### src/rtl/spi_req_arbiter_if.sv
// Bundles the requester-side and SPI-master-side signals of spi_req_arbiter.
// The master modport is the arbiter's view; the slave modport is the surrounding system's view.
interface spi_req_arbiter_if #(
    parameter int NUM_REQ = 4,
    parameter int DATA_W  = 8
);
    // Handshake: req[i] is a level held with req_data until gnt[i] pulses for one
    // cycle; rsp_valid[i] is a one-cycle pulse carrying rsp_data/rsp_err, and there
    // is no ready/back-pressure on either direction. m_start is a one-cycle pulse
    // and m_done a one-cycle pulse that qualifies m_rx_data.
    logic [NUM_REQ-1:0]        req;
    logic [NUM_REQ*DATA_W-1:0] req_data;
    logic [NUM_REQ-1:0]        gnt;
    logic [NUM_REQ-1:0]        rsp_valid;
    logic [DATA_W-1:0]         rsp_data;
    logic                      rsp_err;
    logic                      busy;
    logic                      m_start;
    logic [DATA_W-1:0]         m_tx_data;
    logic [DATA_W-1:0]         m_rx_data;
    logic                      m_done;
    logic                      m_cs_n;
    logic [NUM_REQ-1:0]        cs_n_out;
    logic [1:0]                dbg_state;

    modport master (
        input  req, req_data, m_rx_data, m_done, m_cs_n,
        output gnt, rsp_valid, rsp_data, rsp_err, busy,
               m_start, m_tx_data, cs_n_out, dbg_state
    );

    modport slave (
        output req, req_data, m_rx_data, m_done, m_cs_n,
        input  gnt, rsp_valid, rsp_data, rsp_err, busy,
               m_start, m_tx_data, cs_n_out, dbg_state
    );
endinterface

### src/rtl/spi_req_arbiter.sv
// Round-robin arbiter sharing one SPI master among NUM_REQ requesters, with
// chip-select routing to the owner and a watchdog that aborts stuck transfers.
module spi_req_arbiter #(
    parameter int NUM_REQ        = 4,
    parameter int DATA_W         = 8,
    parameter int TIMEOUT_CYCLES = 1024
) (
    input  logic             clk,
    input  logic             rst,
    spi_req_arbiter_if.master bus
);
    localparam int IW = (NUM_REQ > 1) ? $clog2(NUM_REQ) : 1;
    localparam int CW = (TIMEOUT_CYCLES > 1) ? $clog2(TIMEOUT_CYCLES) : 1;
    localparam logic [CW-1:0] CNT_LAST = CW'(TIMEOUT_CYCLES - 1);
    localparam logic [IW-1:0] IDX_LAST = IW'(NUM_REQ - 1);

    typedef enum logic [1:0] {
        IDLE  = 2'd0,
        START = 2'd1,
        BUSY  = 2'd2,
        RESP  = 2'd3
    } state_t;

    state_t            state;
    state_t            state_d;
    logic [IW-1:0]     owner;
    logic [IW-1:0]     rr_ptr;
    logic [IW-1:0]     winner;
    logic [IW-1:0]     scan_idx;
    logic              found;
    logic [DATA_W-1:0] win_data;
    logic [CW-1:0]     cnt;
    logic [DATA_W-1:0] tx_q;
    logic [DATA_W-1:0] rx_q;
    logic              err_q;
    logic              routing;
    logic              timed_out;

    // Scan from the round-robin pointer upward, wrapping, and take the first set request.
    always_comb begin
        found    = 1'b0;
        winner   = '0;
        scan_idx = rr_ptr;
        for (int i = 0; i < NUM_REQ; i++) begin
            if (!found && bus.req[scan_idx]) begin
                found  = 1'b1;
                winner = scan_idx;
            end
            scan_idx = (scan_idx == IDX_LAST) ? '0 : scan_idx + 1'b1;
        end
    end

    always_comb begin
        win_data = '0;
        for (int i = 0; i < NUM_REQ; i++) begin
            if (IW'(i) == winner) begin
                win_data = bus.req_data[i*DATA_W +: DATA_W];
            end
        end
    end

    assign timed_out = (cnt == CNT_LAST);

    always_comb begin
        state_d = state;
        case (state)
            IDLE:    if (found) state_d = START;
            START:   state_d = BUSY;
            BUSY:    if (bus.m_done || timed_out) state_d = RESP;
            RESP:    state_d = IDLE;
            default: state_d = IDLE;
        endcase
    end

    always_ff @(posedge clk) begin
        if (rst) begin
            state  <= IDLE;
            owner  <= '0;
            rr_ptr <= '0;
            cnt    <= '0;
            tx_q   <= '0;
            rx_q   <= '0;
            err_q  <= 1'b0;
        end else begin
            state <= state_d;
            case (state)
                IDLE: begin
                    if (found) begin
                        owner  <= winner;
                        tx_q   <= win_data;
                        rr_ptr <= (winner == IDX_LAST) ? '0 : winner + 1'b1;
                    end
                end
                START: cnt <= '0;
                BUSY: begin
                    cnt <= cnt + 1'b1;
                    // A done arriving on the terminal-count cycle still counts as success.
                    if (bus.m_done) begin
                        rx_q  <= bus.m_rx_data;
                        err_q <= 1'b0;
                    end else if (timed_out) begin
                        rx_q  <= '0;
                        err_q <= 1'b1;
                    end
                end
                default: ;
            endcase
        end
    end

    assign routing = (state == START) || (state == BUSY);

    always_comb begin
        bus.gnt       = '0;
        bus.rsp_valid = '0;
        bus.cs_n_out  = '1;
        for (int i = 0; i < NUM_REQ; i++) begin
            if (IW'(i) == owner) begin
                bus.gnt[i]       = (state == START);
                bus.rsp_valid[i] = (state == RESP);
                bus.cs_n_out[i]  = routing ? bus.m_cs_n : 1'b1;
            end
        end
    end

    assign bus.rsp_data  = (state == RESP) ? rx_q : '0;
    assign bus.rsp_err   = (state == RESP) ? err_q : 1'b0;
    assign bus.busy      = (state != IDLE);
    assign bus.m_start   = (state == START);
    assign bus.m_tx_data = tx_q;
    assign bus.dbg_state = state;
endmodule

### src/flat_wrapper.sv
// flat-port wrapper written by rule: the top's interface ports become plain ports
module spi_req_arbiter_flat 
#(
    parameter int NUM_REQ        = 4,
    parameter int DATA_W         = 8,
    parameter int TIMEOUT_CYCLES = 1024
)
  (clk, rst, bus_req, bus_req_data, bus_m_rx_data, bus_m_done, bus_m_cs_n, bus_gnt, bus_rsp_valid, bus_rsp_data, bus_rsp_err, bus_busy, bus_m_start, bus_m_tx_data, bus_cs_n_out, bus_dbg_state);
  spi_req_arbiter_if #(.NUM_REQ(NUM_REQ), .DATA_W(DATA_W)) bus_i ();
  input  logic clk;
  input  logic rst;
  input wire logic [$bits(bus_i.req)-1:0] bus_req;
  input wire logic [$bits(bus_i.req_data)-1:0] bus_req_data;
  input wire logic [$bits(bus_i.m_rx_data)-1:0] bus_m_rx_data;
  input wire logic [$bits(bus_i.m_done)-1:0] bus_m_done;
  input wire logic [$bits(bus_i.m_cs_n)-1:0] bus_m_cs_n;
  output wire logic [$bits(bus_i.gnt)-1:0] bus_gnt;
  output wire logic [$bits(bus_i.rsp_valid)-1:0] bus_rsp_valid;
  output wire logic [$bits(bus_i.rsp_data)-1:0] bus_rsp_data;
  output wire logic [$bits(bus_i.rsp_err)-1:0] bus_rsp_err;
  output wire logic [$bits(bus_i.busy)-1:0] bus_busy;
  output wire logic [$bits(bus_i.m_start)-1:0] bus_m_start;
  output wire logic [$bits(bus_i.m_tx_data)-1:0] bus_m_tx_data;
  output wire logic [$bits(bus_i.cs_n_out)-1:0] bus_cs_n_out;
  output wire logic [$bits(bus_i.dbg_state)-1:0] bus_dbg_state;
  assign bus_i.req = bus_req;
  assign bus_i.req_data = bus_req_data;
  assign bus_i.m_rx_data = bus_m_rx_data;
  assign bus_i.m_done = bus_m_done;
  assign bus_i.m_cs_n = bus_m_cs_n;
  assign bus_gnt = bus_i.gnt;
  assign bus_rsp_valid = bus_i.rsp_valid;
  assign bus_rsp_data = bus_i.rsp_data;
  assign bus_rsp_err = bus_i.rsp_err;
  assign bus_busy = bus_i.busy;
  assign bus_m_start = bus_i.m_start;
  assign bus_m_tx_data = bus_i.m_tx_data;
  assign bus_cs_n_out = bus_i.cs_n_out;
  assign bus_dbg_state = bus_i.dbg_state;
  spi_req_arbiter #(.NUM_REQ(NUM_REQ), .DATA_W(DATA_W), .TIMEOUT_CYCLES(TIMEOUT_CYCLES)) u_core (.clk(clk), .rst(rst), .bus(bus_i));
endmodule
### config.mk
export PLATFORM = sky130hd
export DESIGN_NAME = spi_req_arbiter_flat
export DESIGN_NICKNAME = d
export VERILOG_FILES = /design/src/rtl/spi_req_arbiter_if.sv /design/src/rtl/spi_req_arbiter.sv /design/src/flat_wrapper.sv
export SDC_FILE = /design/constraint.sdc
export NUM_CORES = 1
export LEC_CHECK = 0
export ABC_AREA = 1
export ABC_CLOCK_PERIOD_IN_PS = 3550
export BUFFER_PORTS_ARGS = -buffer_cell sky130_fd_sc_hd__buf_4
export CORE_UTILIZATION = 45
export CTS_CLUSTER_DIAMETER = 100
export DETAILED_ROUTE_END_ITERATION = 7
export GPL_ROUTABILITY_DRIVEN = 0
export GPL_TIMING_DRIVEN = 0
export PLACE_DENSITY_LB_ADDON = 0.2
export SYNTH_ARGS = -nofsm -noshare
export SYNTH_HDL_FRONTEND = slang
export SYNTH_SLANG_ARGS = --single-unit
### constraint.sdc
create_clock -name clk -period 3.55 [get_ports clk]
set_input_delay 0.355 -clock clk [delete_from_list [all_inputs] [get_ports clk]]
set_output_delay 0.355 -clock clk [all_outputs]
set_load 0.02 [all_outputs]
==> results of run 1 <==
-- tightest hold or removal path, cell delays in order --
cell and delay [ps]:
buf_4 110, nand2_1 50, a21oi_1 60
-- metal layers --
layer	share of wire, %	routed length (µm)	up-vias	global-route usage (%)
met5	0	0	-	0
met4	1.3	68	0	7.63
met3	4.3	222	8	4.50
met2	49	2560	48	37.9
met1	45	2370	1037	25.9
li1	-	-	1234	-
-- state kept, by name, indices dropped and copies added, names as in the netlist --
signal                flops
u_core.bus.m_tx_data      8
u_core.owner              2
u_core.err_q              1
u_core.rr_ptr             2
u_core.rx_q               8
u_core.cnt               10
u_core.bus.dbg_state      2
-- cell families (layout without fill, tap and decap cells) --
group           count (synthesis)  count (layout)  synth area share [%]
xor+xnor                        1               1                 0.401
compound gates                 72              72                  17.6
simple gates                  159             159                  35.1
flops                          33              33                  30.2
fa+ha+maj                      11              11                  6.29
buf+inv                        55             142                  10.4
-- report_power, final --
group	internal (mW)	leakage (nW)	switching [mW]	total [mW]
registers	0.459	0.270	0.0631	0.523
clock network	0.204	0.0540	0.132	0.336
logic	0.668	1.19	1.15	1.82
total	1.33	1.52	1.35	2.68
-- through the flow --
| step | hold WS [ps] | area [µm²] |
|---|---|---|
| 2_1_floorplan | 426 | 2190 |
| 6_report | 330 | 2960 |
| 3_3_place_gp | 434 | 2850 |
| 3_5_place_dp | 435 | 2850 |
| 4_1_cts | 327 | 2960 |
| 5_1_grt | 344 | 2960 |
-- worst max path at each step --
stage | start | slack, ps | cells after the start | end
2_1_floorplan | u_core.rr_ptr[0] | 1070 | 19 | u_core.bus.m_tx_data[6]
3_3_place_gp | u_core.rr_ptr[1] | 760 | 19 | u_core.bus.m_tx_data[6]
3_5_place_dp | u_core.rr_ptr[1] | 670 | 19 | u_core.bus.m_tx_data[6]
4_1_cts | u_core.rr_ptr[1] | 660 | 19 | u_core.bus.m_tx_data[6]
5_1_grt | u_core.rr_ptr[1] | 400 | 19 | u_core.bus.m_tx_data[6]
6_report | u_core.rr_ptr[1] | 640 | 19 | u_core.bus.m_tx_data[6]
-- layout by cell type, fill, tap and decap left out, types with 6 or more instances in the layout --
cell type,n
nor2_1,27
inv_1,44
nand3_1,18
ha_1,11
a21oi_1,36
nand2_2,9
nand2_4,6
o21ai_0,29
dfxtp_1,33
clkbuf_1,7
nand2_1,84
buf_4,80
-- area by class of cell --
cell class	count	area [µm²]	share of cell area [%]
buffer	9	52.6	1.78
inverter	46	175	5.92
multi-input combinational	243	1300	43.9
clock inverter	2	35.0	1.18
clock buffer	5	68.8	2.33
tap	52	65.1	2.20
sequential	33	661	22.3
timing repair buffer	80	601	20.3
==> reports/results.ini, run 1 <==
[finish]
n_fill_cell = 414
final_util_pct = 65.6
area_growth_pct = 35.2
nets = 477
layout-drive-gt1-share_pct = 27.8
final_cells = 470
n_antenna_cell = 0

[clock_network]
cts_hold_buf = 0
cts_tree = yes
cts_buffer_depth = 2
cts-root-buf = clkbuf_8
post_cts_buffers = 0
clk_latency_ps = 290
cts_resized = 0
cts_buffers = 5
cts_max_level = 2
clk_pin_slew_worst_paths_ps = 60
clock_sinks = 33

[critical_path]
r2r_start = u_core.rr_ptr[1]
worst_ep_required_time_ps = 3730
critPathMaxFanout = 9
crit_top_cell = nand2_1
endpoint_kind = register
crit_slowest_cell = dfxtp_1
worstRegToRegCells = 19
rrSetupSlack_ps = 640
worstPathArrival_ps = 3090
cp-start-kind = register
crit_family = simple AND/OR/NAND/NOR gates
r2r_end = u_core.bus.m_tx_data[6]
cpPeakStageDelay_ps = 410
crit_buf_inv = 3
path_cells = ha_1 -> inv_2 -> nand2_2 -> nand2_2 -> nand2_2 -> nand2_4 -> nand2_1 -> nor2_1 -> nand2_1 -> nand2_1 -> ha_1 -> clkbuf_1 -> inv_1 -> nand3_1 -> nand2_1 -> o21ai_0 -> nand2_1 -> o21ai_0 -> a21oi_2
criticalPathCategory = reg2reg

[global_route]
grt_pass1_vias = 2108
grt_first_pass_wirelength_um = 8790
gr-total-overflow = 0
grt_max_degree = 11
antenna_found_initial = 0
gr-usage-all-layers_pct = 21.5

[die]
die-area_um2 = 5140
core_area_um2 = 4500
die_w_um = 71.7
rows = 24
start_util_pct = 48.6
die_h_um = 71.7
ios = 81

[drt]
num_vias = 2327
wl_per_cell_um = 11.1
wl_um = 5220
drc = 0
dr.first_iter.drc_count = 117
ant_nets = 0
firstDrtPassIters = 4
viasPerCell = 4.95

[timing]
maxSlewViolCount = 0
fin_crit_sh_pct = 82.0
layout_setup_ws_ps = 639
setup-violations-final = 0
finalHoldViolCount = 0
tightest_slew_ps = 651
setup_tns_ps = 0
max_slew_margin_pct = 56.3
period_needed_ps = 2910
clock.fmax_mhz = 344
rsz0062_at_grt = no
clock_skew_ps = 4.00

[min_path]
whs_path_depth = 3
min-delay-start = bus_m_rx_data[3]
worstHoldEndpoint = u_core.rx_q[3]
hp-class = in2reg

[place]
placed_cells = 463
hpwl_um = 4160
port_buffers = 80
detailedPlace.worstSlack_ps = 673

[synth]
yosys.area.top_type = dfxtp_1
syn-instance-count = 331
syn_nets = 390
synth_warnings = 0
synth_edf_count = 0
async_flop_share_pct = 0
synth_common_cells = nand2_1 (84), inv_1 (44), a21oi_1 (36)
synth_area_per_cell_um2 = 6.61
synth_seq_area_share_pct = 30.2
syn_area_um2 = 2190
synth_area_leaders = dfxtp_1 (30%), nand2_1 (14%), a21oi_1 (8.2%)
ys_ff_latch = 33
yosys.area.top_type_share_pct = 30.2
yosysMostFrequentCell = nand2_1
ys.flop_type = dfxtp_1
synth.distinct_cells = 31

[outcome]
outcome = finished clean

[power]
p_total_mw = 2.68
vdd_drop_max_mv = 0.525
p_leak_nw = 1.52
power_density_nw_per_um2 = 906

[run]
maxCapViolCount = 0

No activity file was read; power rests on OpenSTA's default activity.
==> run 2, diff against run 1 <==
Settings changed: ABC_CLOCK_PERIOD_IN_PS 3550 to 2500.
Clock period 3.55 ns to 2.5 ns, I/O delays scaled along.
==> run 2 against run 1 <==
Against the previous run: power up 58%; clock skew about the same; non-clock buffer count up 4; cell count up 0.85%; sequential power up 44%; utilization up 2.6 points; global-route usage up 0.18 points; largest cell class unchanged.
==> reports/results.ini, run 2 (synthesis gave the netlist of run 1 again) <==
[finish]
fin_area_um2 = 3070
final_common_cell = buf_4
layout_common_cells = buf_4 (88), nand2_1 (82), inv_1 (40), a21oi_1 (36), dfxtp_1 (31)
area_growth_pct = 40.5
largest_register = u_core.cnt
layout-drive-gt1-share_pct = 32.5
final_util_pct = 68.2
largest_reg_flops = 10
nets = 481
n_antenna_cell = 0

[critical_path]
worstPathArrival_ps = 2600
cpPeakStageDelay_ps = 370
crit_buf_inv = 3
path_cells = ha_4 -> inv_2 -> buf_4 -> o21ai_4 -> nand3b_1 -> nand3_1 -> nand2_4 -> ha_4 -> clkinvlp_4 -> nand3_1 -> nand2_1 -> o21ai_0 -> nand2_1 -> o21ai_0 -> a21oi_2
cp-start-kind = register
critPathMaxFanout = 8
endpoint_kind = register
crit_slowest_cell = dfxtp_4
criticalPathCategory = reg2reg
worst_ep_required_time_ps = 2680
crit_family = simple AND/OR/NAND/NOR gates

[global_route]
grt_first_pass_wirelength_um = 8870
grt_max_degree = 11
grt_pass1_vias = 2108
gr-usage-all-layers_pct = 21.7
antenna_found_initial = 0
gr-total-overflow = 0

[timing]
clock.fmax_mhz = 412
period_needed_ps = 2430
layout_setup_ws_ps = 72.7
max_slew_margin_pct = 56.9
finalHoldViolCount = 0
tightest_slew_ps = 643
maxSlewViolCount = 0
fin_crit_sh_pct = 97.1
clock_skew_ps = 3.82
setup-violations-final = 0
hold_ws_ps = 227

[die]
die_h_um = 71.7
rows = 24
core_area_um2 = 4500
die-area_um2 = 5140
start_util_pct = 48.6
die_w_um = 71.7
ios = 81

[place]
detailedPlace.worstSlack_ps = -377
hpwl_um = 4160
placed_cell_area_um2 = 2850
port_buffers = 80

[drt]
wl_um = 5420
dr.first_iter.drc_count = 99
viasPerCell = 4.96
firstDrtPassIters = 4
ant_nets = 0
drc = 0
num_vias = 2350
wl_per_cell_um = 11.4

[clock_network]
cts_buffers = 5
cts_buffer_depth = 2
cts_max_level = 2
clock_sinks = 33
cts_tree = yes
cts-root-buf = clkbuf_8
clk_latency_ps = 280
clk_pin_slew_worst_paths_ps = 60

[power]
p_total_mw = 4.24
power_density_nw_per_um2 = 1380
p_leak_nw = 1.55
vdd_drop_max_mv = 0.869

[run]
maxCapViolCount = 0

[outcome]
outcome = finished clean

[min_path]
hp-class = in2reg

## run 2: path summary, 6_finish.rpt
kind	from	end	slack [ps]	cells past startpoint
setup / recovery	u_core.rr_ptr[1]	u_core.bus.m_tx_data[6]	70	15
hold / removal	bus_m_rx_data[3]	u_core.rx_q[3]	230	3
hold reg to reg	u_core.err_q	u_core.err_q	440	2
setup reg to reg	u_core.rr_ptr[1]	u_core.bus.m_tx_data[6]	70	15
## run 2: layout make-up
| class | count | area, µm² |
|---|---|---|
| Tap cell | 52 | 65.1 |
| Inverter | 46 | 179 |
| Timing Repair Buffer | 87 | 653 |
| Buffer | 6 | 45.0 |
| Multi-Input combinational cell | 243 | 1360 |
| Clock inverter | 2 | 35.0 |
| Fill cell | 397 | 1430 |
| Clock buffer | 5 | 68.8 |
| Sequential cell | 33 | 666 |
## run 2: report_power, final
group / total, mW / switching, mW / internal (mW)
combinational: 3.01 / 1.78 / 1.23
sequential: 0.753 / 0.0961 / 0.657
clock: 0.477 / 0.187 / 0.289
total: 4.24 / 2.06 / 2.17
## run 2: routing by layer
| metal | part of all wire [%] | routed length (µm) | up-vias | global-route usage [%] |
|---|---|---|---|---|
| met1 | 45 | 2440 | 1041 | 26.3 |
| li1 | - | - | 1243 | - |
| met4 | 0.98 | 53 | 0 | 7.63 |
| met2 | 50 | 2690 | 59 | 38.1 |
| met3 | 4.2 | 228 | 7 | 4.50 |
| met5 | 0 | 0 | - | 0 |
## run 2: timing repair
action,4_1_cts,5_1_grt
pin swaps,0,4
buffers inserted,1,6
hold endpoints to repair,0,0
setup endpoints to repair,8,8
hold buffers,0,0
resized for setup,11,11
## run 2: tightest hold or removal path, cell delays in order
cell and delay, ps:
buf_4 110, nand2_1 50, a21oi_1 60
## run 2: through the flow
stage / setup TNS, ps / instances
after floorplan: 0 / 331
after global placement: -2180 / 463
after detailed placement: -2700 / 463
after CTS: 0 / 468
after global routing: -89.9 / 474
final: 0 / 474
==> run 3, diff against run 2 <==
Settings changed: CELL_PAD_IN_SITES_DETAIL_PLACEMENT set to 1, CELL_PAD_IN_SITES_GLOBAL_PLACEMENT set to 1, CORE_UTILIZATION 45 to 30.
==> run 3 against run 2 <==
Against the previous run: sequential power about the same; die area increased by 48%; register-to-register slack improved by 30 ps; clock power increased by 7.5%; power increased by 7.5%; highest routed layer unchanged.
==> reports/results.ini, run 3 (synthesis gave the netlist of run 1 again) <==
[drt]
dr.first_iter.drc_count = 60
viasPerCell = 4.60
num_vias = 2395
wl_um = 6670
ant_nets = 0
drc = 0
firstDrtPassIters = 4
wl_per_cell_um = 12.8

[clock_network]
cts-root-buf = clkbuf_8
cts_max_level = 2
clk_pin_slew_worst_paths_ps = 80
cts_hold_buf = 0
cts_tree = yes
cts_buffers = 5
cts_buffer_depth = 2
clock_sinks = 33
clk_latency_ps = 290

[timing]
clock.fmax_mhz = 417
max_slew_margin_pct = 57.1
tightest_slew_ps = 639
clock_skew_ps = 8.56
setup-violations-final = 0
finalHoldViolCount = 0
fin_crit_sh_pct = 95.9
period_needed_ps = 2400
maxSlewViolCount = 0
layout_setup_ws_ps = 102
hold_ws_ps = 224

[finish]
final_util_pct = 46.6
nets = 483
largest_register = u_core.cnt
area_growth_pct = 47.3
layout_common_cells = buf_4 (90), nand2_1 (80), inv_1 (39), a21oi_1 (34), dfxtp_1 (31)
final_common_cell = buf_4
layout-drive-gt1-share_pct = 35.8
n_fill_cell = 901
n_antenna_cell = 0
largest_reg_flops = 10

[place]
port_buffers = 80
hpwl_um = 5130
detailedPlace.worstSlack_ps = -500

[power]
p_leak_nw = 1.58
power_density_nw_per_um2 = 1410
p_total_mw = 4.55
vdd_drop_max_mv = 0.620

[global_route]
antenna_found_initial = 0
grt_pass1_vias = 2298
grt_max_degree = 13
gr-usage-all-layers_pct = 17.2
gr-total-overflow = 0
grt_first_pass_wirelength_um = 10300

[critical_path]
critPathMaxFanout = 8
criticalPathCategory = reg2reg
endpoint_kind = register
rrSetupSlack_ps = 100
worstPathArrival_ps = 2580
cp-start-kind = register
worst_ep_required_time_ps = 2690

[die]
start_util_pct = 31.7
core_area_um2 = 6910
rows = 30
ios = 81
die_w_um = 87.4
die_h_um = 87.4
die-area_um2 = 7640

[min_path]
hp-class = in2reg

[run]
maxCapViolCount = 0

[outcome]
outcome = finished clean

==> run 3: layout make-up <==
type	count	area (µm²)	share of cell area, %
plain buffers	6	48.8	1.52
multi-input cells	243	1420	44.0
flip-flops and latches	33	668	20.7
clock inverters	3	46.3	1.44
repair buffers	89	668	20.7
clock buffers	5	68.8	2.14
well taps	96	120	3.73
inverters	46	184	5.71
==> run 3: worst max-delay path, cell delays in order, from the launching register on <==
cell and delay [ps]:
dfxtp_4 370, ha_4 330, inv_6 60, nand2_4 70, nand2_4 60, nor2_8 120, nand2_2 80, nor2_4 120
nand2_1 90, nand2_2 120, ha_4 180, clkinvlp_4 200, nand3_1 120, nand2_1 50, o21ai_0 70, nand2_1 70
o21ai_1 110, a21oi_2 80
==> run 3: timing repair <==
item | 4_1_cts | 5_1_grt
endpoints found under the setup margin | 8 | 8
cloned | 0 | 0
pin swaps | 0 | 15
resized for setup | 14 | 34
setup buffers | 0 | 9
==> run 3: where the power goes <==
group	switching, mW	internal [mW]	total (mW)
logic	1.96	1.32	3.29
registers	0.0966	0.658	0.755
clock network	0.214	0.298	0.513
==> run 3: per-layer routing <==
| layer | wire (µm) | vias to the layer above | share of wire (%) | global-route usage [%] |
|---|---|---|---|---|
| li1 | - | 1245 | - | - |
| met1 | 2970 | 1100 | 45 | 20.7 |
| met3 | 260 | 6 | 3.9 | 3.41 |
| met2 | 3380 | 44 | 51 | 31.5 |
| met4 | 48 | 0 | 0.72 | 3.28 |
| met5 | 0 | - | 0 | 0 |
==> run 3: worst paths after layout <==
check,from,end,cells after the start
hold reg to reg,u_core.err_q,u_core.err_q,2
setup / recovery,u_core.rr_ptr[0],u_core.bus.m_tx_data[6],17
setup reg to reg,u_core.rr_ptr[0],u_core.bus.m_tx_data[6],17
hold / removal,bus_m_rx_data[5],u_core.rx_q[5],3
==> run 3: metrics by stage <==
stage	TNS, ps	instances	area (µm²)
floorplan	0	331	2190
global placement	-2700	507	2910
detailed placement	-3660	507	2910
CTS	0	512	3050
global route	-229	521	3220
finish	0	521	3220
